===== src/rtl/alu_pkg.sv =====
// Shared definitions for the iterative ALU: opcodes,
// FSM state encodings and NZCV flag bit positions.
package alu_pkg;

  localparam logic [2:0] ALU_ADD  = 3'b000;
  localparam logic [2:0] ALU_SUB  = 3'b001;
  localparam logic [2:0] ALU_AND  = 3'b010;
  localparam logic [2:0] ALU_ORR  = 3'b011;
  localparam logic [2:0] ALU_MUL  = 3'b100;
  localparam logic [2:0] ALU_UDIV = 3'b101;
  localparam logic [2:0] ALU_EOR  = 3'b110;
  localparam logic [2:0] ALU_RSVD = 3'b111;

  typedef enum logic [1:0] {
    S_IDLE = 2'd0,
    S_MUL  = 2'd1,
    S_DIV  = 2'd2
  } state_t;

  localparam int FLAG_N = 3;
  localparam int FLAG_Z = 2;
  localparam int FLAG_C = 1;
  localparam int FLAG_V = 0;

  function automatic logic [3:0] mk_flags(
    input logic n,
    input logic z,
    input logic c,
    input logic v
  );
    logic [3:0] f;
    f         = '0;
    f[FLAG_N] = n;
    f[FLAG_Z] = z;
    f[FLAG_C] = c;
    f[FLAG_V] = v;
    return f;
  endfunction

endpackage


===== src/rtl/iter_muldiv_core.sv =====
// Shift/add multiplier and restoring divider sharing one
// set of registers; one bit per step, WIDTH steps per op.
module iter_muldiv_core #(
  parameter int WIDTH = 32
) (
  input  logic             clk,
  input  logic             rst_n,
  input  logic             load,
  input  logic             div_sel,
  input  logic             step,
  input  logic [WIDTH-1:0] a,
  input  logic [WIDTH-1:0] b,
  output logic [WIDTH-1:0] res_nxt,
  output logic             last
);

  localparam int CW = $clog2(WIDTH) + 1;

  // acc: product or remainder; opa: multiplicand or
  // quotient/dividend; opb: multiplier or divisor
  logic [WIDTH-1:0] acc;
  logic [WIDTH-1:0] opa;
  logic [WIDTH-1:0] opb;
  logic             mode_div;
  logic [CW-1:0]    count;

  logic [WIDTH-1:0] acc_nxt;
  logic [WIDTH-1:0] opa_nxt;
  logic [WIDTH-1:0] opb_nxt;
  logic [WIDTH:0]   rem_sh;
  logic [WIDTH:0]   diff;

  always_comb begin
    acc_nxt = acc;
    opa_nxt = opa;
    opb_nxt = opb;
    rem_sh  = {acc, opa[WIDTH-1]};
    diff    = rem_sh - {1'b0, opb};
    if (mode_div) begin
      if (!diff[WIDTH]) begin
        acc_nxt = diff[WIDTH-1:0];
        opa_nxt = {opa[WIDTH-2:0], 1'b1};
      end else begin
        acc_nxt = rem_sh[WIDTH-1:0];
        opa_nxt = {opa[WIDTH-2:0], 1'b0};
      end
    end else begin
      acc_nxt = acc + (opb[0] ? opa : '0);
      opa_nxt = {opa[WIDTH-2:0], 1'b0};
      opb_nxt = {1'b0, opb[WIDTH-1:1]};
    end
  end

  assign res_nxt = mode_div ? opa_nxt : acc_nxt;
  assign last    = step && (count == CW'(1));

  always_ff @(posedge clk or negedge rst_n) begin
    if (!rst_n) begin
      acc      <= '0;
      opa      <= '0;
      opb      <= '0;
      mode_div <= 1'b0;
      count    <= '0;
    end else if (load) begin
      acc      <= '0;
      opa      <= a;
      opb      <= b;
      mode_div <= div_sel;
      count    <= CW'(WIDTH);
    end else if (step) begin
      acc   <= acc_nxt;
      opa   <= opa_nxt;
      opb   <= opb_nxt;
      count <= count - CW'(1);
    end
  end

endmodule


===== src/rtl/iter_alu.sv =====
// Multi-cycle execute-stage ALU: single-cycle logic/arith
// ops plus iterative MUL/UDIV behind a Busy/Done handshake.
module iter_alu #(
  parameter int WIDTH = 32
) (
  input  logic             CLK,
  input  logic             nRESET,
  input  logic             Start,
  input  logic [WIDTH-1:0] Src_A,
  input  logic [WIDTH-1:0] Src_B,
  input  logic [2:0]       ALUControl,
  output logic             Busy,
  output logic             Done,
  output logic [WIDTH-1:0] ALUResult,
  output logic [3:0]       ALUFlags
);

  import alu_pkg::*;

  state_t state;

  logic             is_mul;
  logic             is_div;
  logic             div_zero;
  logic             accept;
  logic             iter_go;
  logic             core_last;
  logic [WIDTH-1:0] core_res;
  logic [3:0]       it_flags;

  logic             is_sub;
  logic [WIDTH-1:0] b_eff;
  logic [WIDTH:0]   sum;
  logic [WIDTH-1:0] sc_res;
  logic             sc_c;
  logic             sc_v;
  logic [3:0]       sc_flags;

  assign is_mul   = (ALUControl == ALU_MUL);
  assign is_div   = (ALUControl == ALU_UDIV);
  assign div_zero = is_div && (Src_B == '0);
  assign accept   = Start && (state == S_IDLE);
  assign iter_go  = accept && (is_mul || (is_div && !div_zero));
  assign Busy     = (state != S_IDLE);

  // SUB reuses the adder as A + ~B + 1, so C means no borrow
  assign is_sub = (ALUControl == ALU_SUB);
  assign b_eff  = is_sub ? ~Src_B : Src_B;
  assign sum    = {1'b0, Src_A} + {1'b0, b_eff}
                + {{WIDTH{1'b0}}, is_sub};

  always_comb begin
    sc_res = '0;
    sc_c   = 1'b0;
    sc_v   = 1'b0;
    unique case (1'b1)
      (ALUControl == ALU_ADD): begin
        sc_res = sum[WIDTH-1:0];
        sc_c   = sum[WIDTH];
        sc_v   = (Src_A[WIDTH-1] == Src_B[WIDTH-1])
              && (sum[WIDTH-1] != Src_A[WIDTH-1]);
      end
      (ALUControl == ALU_SUB): begin
        sc_res = sum[WIDTH-1:0];
        sc_c   = sum[WIDTH];
        sc_v   = (Src_A[WIDTH-1] != Src_B[WIDTH-1])
              && (sum[WIDTH-1] != Src_A[WIDTH-1]);
      end
      (ALUControl == ALU_AND): sc_res = Src_A & Src_B;
      (ALUControl == ALU_ORR): sc_res = Src_A | Src_B;
      (ALUControl == ALU_EOR): sc_res = Src_A ^ Src_B;
      (ALUControl == ALU_UDIV): begin
        sc_res = '1;
        sc_v   = 1'b1;
      end
      default: sc_res = '0;
    endcase
    sc_flags = mk_flags(sc_res[WIDTH-1], sc_res == '0,
                        sc_c, sc_v);
  end

  assign it_flags = mk_flags(core_res[WIDTH-1],
                             core_res == '0, 1'b0, 1'b0);

  iter_muldiv_core #(
    .WIDTH(WIDTH)
  ) u_core (
    .clk    (CLK),
    .rst_n  (nRESET),
    .load   (iter_go),
    .div_sel(is_div),
    .step   (Busy),
    .a      (Src_A),
    .b      (Src_B),
    .res_nxt(core_res),
    .last   (core_last)
  );

  always_ff @(posedge CLK or negedge nRESET) begin
    if (!nRESET) begin
      state     <= S_IDLE;
      Done      <= 1'b0;
      ALUResult <= '0;
      ALUFlags  <= '0;
    end else begin
      Done <= 1'b0;
      unique case (state)
        S_IDLE: begin
          if (iter_go) begin
            state <= is_mul ? S_MUL : S_DIV;
          end else if (accept) begin
            ALUResult <= sc_res;
            ALUFlags  <= sc_flags;
            Done      <= 1'b1;
          end
        end
        S_MUL, S_DIV: begin
          if (core_last) begin
            ALUResult <= core_res;
            ALUFlags  <= it_flags;
            Done      <= 1'b1;
            state     <= S_IDLE;
          end
        end
        default: state <= S_IDLE;
      endcase
    end
  end

endmodule


===== config.mk =====
export PLATFORM = sky130hd
export DESIGN_NAME = iter_alu
export DESIGN_NICKNAME = d
export VERILOG_FILES = /design/src/rtl/alu_pkg.sv /design/src/rtl/iter_muldiv_core.sv /design/src/rtl/iter_alu.sv
export SDC_FILE = /design/constraint.sdc
export NUM_CORES = 1
export LEC_CHECK = 0
export CAP_MARGIN = 10
export CORE_ASPECT_RATIO = 0.6
export CORE_MARGIN = 5
export CORE_UTILIZATION = 30
export CTS_CLUSTER_DIAMETER = 30
export CTS_CLUSTER_SIZE = 10
export DETAILED_ROUTE_END_ITERATION = 8
export HOLD_SLACK_MARGIN = 0.08
export SYNTH_ARGS = -nofsm -noshare
export SYNTH_HDL_FRONTEND = slang
export SYNTH_SLANG_ARGS = --single-unit

===== constraint.sdc =====
create_clock -name CLK -period 3.55 [get_ports CLK]
set_input_delay 0.5325 -clock CLK [delete_from_list [all_inputs] [get_ports CLK]]
set_output_delay 0.5325 -clock CLK [all_outputs]
set_load 0.02 [all_outputs]

==> results.toml <==
[die]
initial_core_util_pct = 30.3
core_um2 = 49400
dieArea_um2 = 54700
ioPinCount = 108
placementRows = 63
die_y_um = 183
die_w_um = 299

[min_path]
hold_path.class = "input port to async pin"

[route]
wl_met3_um = 6450
drtIter0Drc = 1612
firstDrtPassIters = 5
routed_wl_um = 66700
wirelength_met1_um = 30800
viasPerCell = 5.52
drc = 0
ant_nets = 0
routed-via-count = 17500
routed.top_layer = "met4"
routedWlPerCell_um = 21.0
met2_length_um = 28000

[synthesis]
synth_area_um2 = 15000
synth_edf_count = 0
avgSynthCellArea_um2 = 8.04
synth.area.top_cells = "dfrtp_1, ha_1, nand2_1"
synthCells = 1865
synth-async-reset-ratio_pct = 100
synth_top_area_share_pct = 23.5
synth-main-ff-cell = "dfrtp_1"
yosys.area.top_type = "dfrtp_1"
synth_common_cells = "nand2_1, ha_1, dfrtp_1"
synth_nets = 2109
synth_seq_cells = 141
yosysUniqueCellTypes = 87
yosys_warnings = 0
ys_seq_area_share_pct = 23.5
yosysMostFrequentCell = "nand2_1"

[status]
status = "finished, violations left"
violations = "negative setup slack"

[cells_and_area]
utilization_pct = 47.4
drive_gt1_share_pct = 34.5
fin_nets = 2753
stdcell_area_um2 = 23400
antenna_cells = 0
syn2layout_area_growth_pct = 56.3
nFillCells = 4654

[worst_setup_path]
path_class = "register to register"
crit_path_end_kind = "register"
critPathSlowestCell = "or4_4"
required_ns = 3.90
start_kind = "register"
rrSetupSlack_ns = -0.54
worstPathCellList = "and2_4, ha_4, fa_2, a211oi_4, o31ai_4, buf_6, o211ai_2, or3b_4, xor2_2, mux2i_1, buf_4, o2111ai_2, nor4bb_1, nand4_1, or4_4, o31ai_4"
timing.rr.start = "u_core.opb[0]"
worstPathMaxFanout = 3
critical_path_arrival_ns = 4.44
r2r_cells = 16
r2r-end = "ALUFlags[2]"
crit_top_cell = "o31ai_4"
slowest_delay_ns = 0.46

[timing]
hold_viol_final = 0
finalCritPeriodShare_pct = 115
relSlewSlack_pct = 36.3
fmax_ghz = 0.245
rsz0062_at_grt = "true"
period_needed_ns = 4.09
slew_viol_final = 0
worstMarginPinSlew_ns = 0.953
fin_ws_ns = -0.539
finalSetupViolations = 41
fin_skew_ns = 0.0114

[clock_network]
cts-root-buf = "clkbuf_16"
htreeDepth = 4
clock_latency_ns = 0.44
cts_tree = "built"
cts.path.max_buffers = 2
ctsHoldBuffers = 0
clock-sinks = 141
cts_buffers = 17
clkTransAtPathRegs_ns = 0.06

[placement]
finalWeightedCongestion = 1.01
placed_cell_area_um2 = 20900
dp_hpwl_um = 52600
io_buffers = 107

[global_routing]
grt-ovfl-total = 0
grt_pass1_vias = 17000
antenna_found_initial = 0
grt.total_usage_pct = 23.2
grt_max_degree = 79
grt_first_pass_wirelength_um = 99400

[power_and_ir_drop]
power_density_nw_per_um2 = 815
total_leakage_power_nw = 11.0
ir_worst_vdd_v = 0.000507
power_mw = 19.1

[flow_run]
max_cap_violations = 0
## state kept, by name (all words and copies together), names as in the netlist
register         count
ALUResult           32
u_core.acc          32
u_core.opb          32
ALUFlags             3
Done                 1
state                2
u_core.mode_div      1
u_core.count         6
u_core.opa          32
## layer usage
layer	global-route usage (%)	vias up
met1	33.4	8555
met3	6.72	109
met2	34.3	700
li1	-	8146
met5	0	-
met4	5.06	0
## worst max path at each step
stage / start / to / slack [ns] / cells after the start
floorplan: ALUControl[2] / ALUFlags[2] / -0.60 / 20
global placement: Src_B[6] / ALUFlags[2] / -1.44 / 16
detailed placement: Src_B[6] / ALUFlags[2] / -1.43 / 16
CTS: u_core.opb[0] / ALUFlags[2] / -0.54 / 16
global route: u_core.opb[0] / ALUFlags[2] / -0.69 / 15
finish: u_core.opb[0] / ALUFlags[2] / -0.54 / 16
## placed cells by master (no fill, tap or decap), types with 31 or more instances in the layout
master and count:
a21oi_1 100, inv_1 119, clkdlybuf4s50_1 93, and2_1 36, o21ai_0 100, mux2i_1 59
dfrtp_1 140, buf_4 560, ha_1 153, buf_6 36, nand2_1 185, nor3_1 52
a221o_1 45, nor2_1 97, xor2_1 31, a21o_1 53, xnor2_1 53
## metrics by stage
stage / worst slack [ns] / setup TNS (ns) / cells / hold slack, ns
2_1_floorplan: -0.602 / -5.59 / 1865 / 0.237
3_3_place_gp: -1.44 / -27.75 / 3066 / 0.495
3_5_place_dp: -1.43 / -31.99 / 3066 / 0.510
4_1_cts: -0.540 / -5.56 / 3143 / 0.113
5_1_grt: -0.689 / -13.87 / 3172 / 0.156
6_report: -0.539 / -7.10 / 3172 / 0.104
## worst max-delay path: cells and delay by family, from the launching register on
kind | cells | cell delay (ns)
muxes | 1 | 0.14
buffers and inverters | 2 | 0.30
adders and majority gates | 2 | 0.54
xor gates and xnor gates | 1 | 0.18
AOI/OAI and AO/OA | 5 | 0.91
DFF | 1 | 0.40
and+or+nand+nor | 5 | 1.52
## power breakdown
group | switching (mW) | internal (mW) | total (mW)
Sequential | 0.666 | 2.30 | 2.97
Clock | 0.770 | 0.963 | 1.73
Combinational | 7.30 | 7.10 | 14.4
## layout make-up
class,count,area [um^2],share of cell area (%)
Sequential cell,141,3530,15.1
Timing Repair Buffer,725,6120,26.1
Clock buffer,18,429,1.83
Tap cell,650,813,3.47
Inverter,125,469,2.00
Multi-Input combinational cell,1499,11900,51.0
Clock inverter,14,123,0.524
## cell families (layout without fill, tap and decap cells)
| group | count (synthesis) | count (layout) | share of synthesized area, % |
|---|---|---|---|
| AOI/OAI and AO/OA | 600 | 600 | 27.5 |
| muxes | 71 | 71 | 4.81 |
| DFF | 141 | 141 | 23.5 |
| buffers and inverters | 225 | 882 | 5.78 |
| xor gates and xnor gates | 105 | 105 | 6.14 |
| and+or+nand+nor | 549 | 549 | 17.6 |
| adders and majority gates | 174 | 174 | 14.7 |
## repair_timing
action	in CTS	in global routing
pin swaps	88	80
setup endpoints to repair	53	52
cloned	2	0
resized for setup	177	135
setup buffers	48	34
No activity file was read; power rests on OpenSTA's default activity.
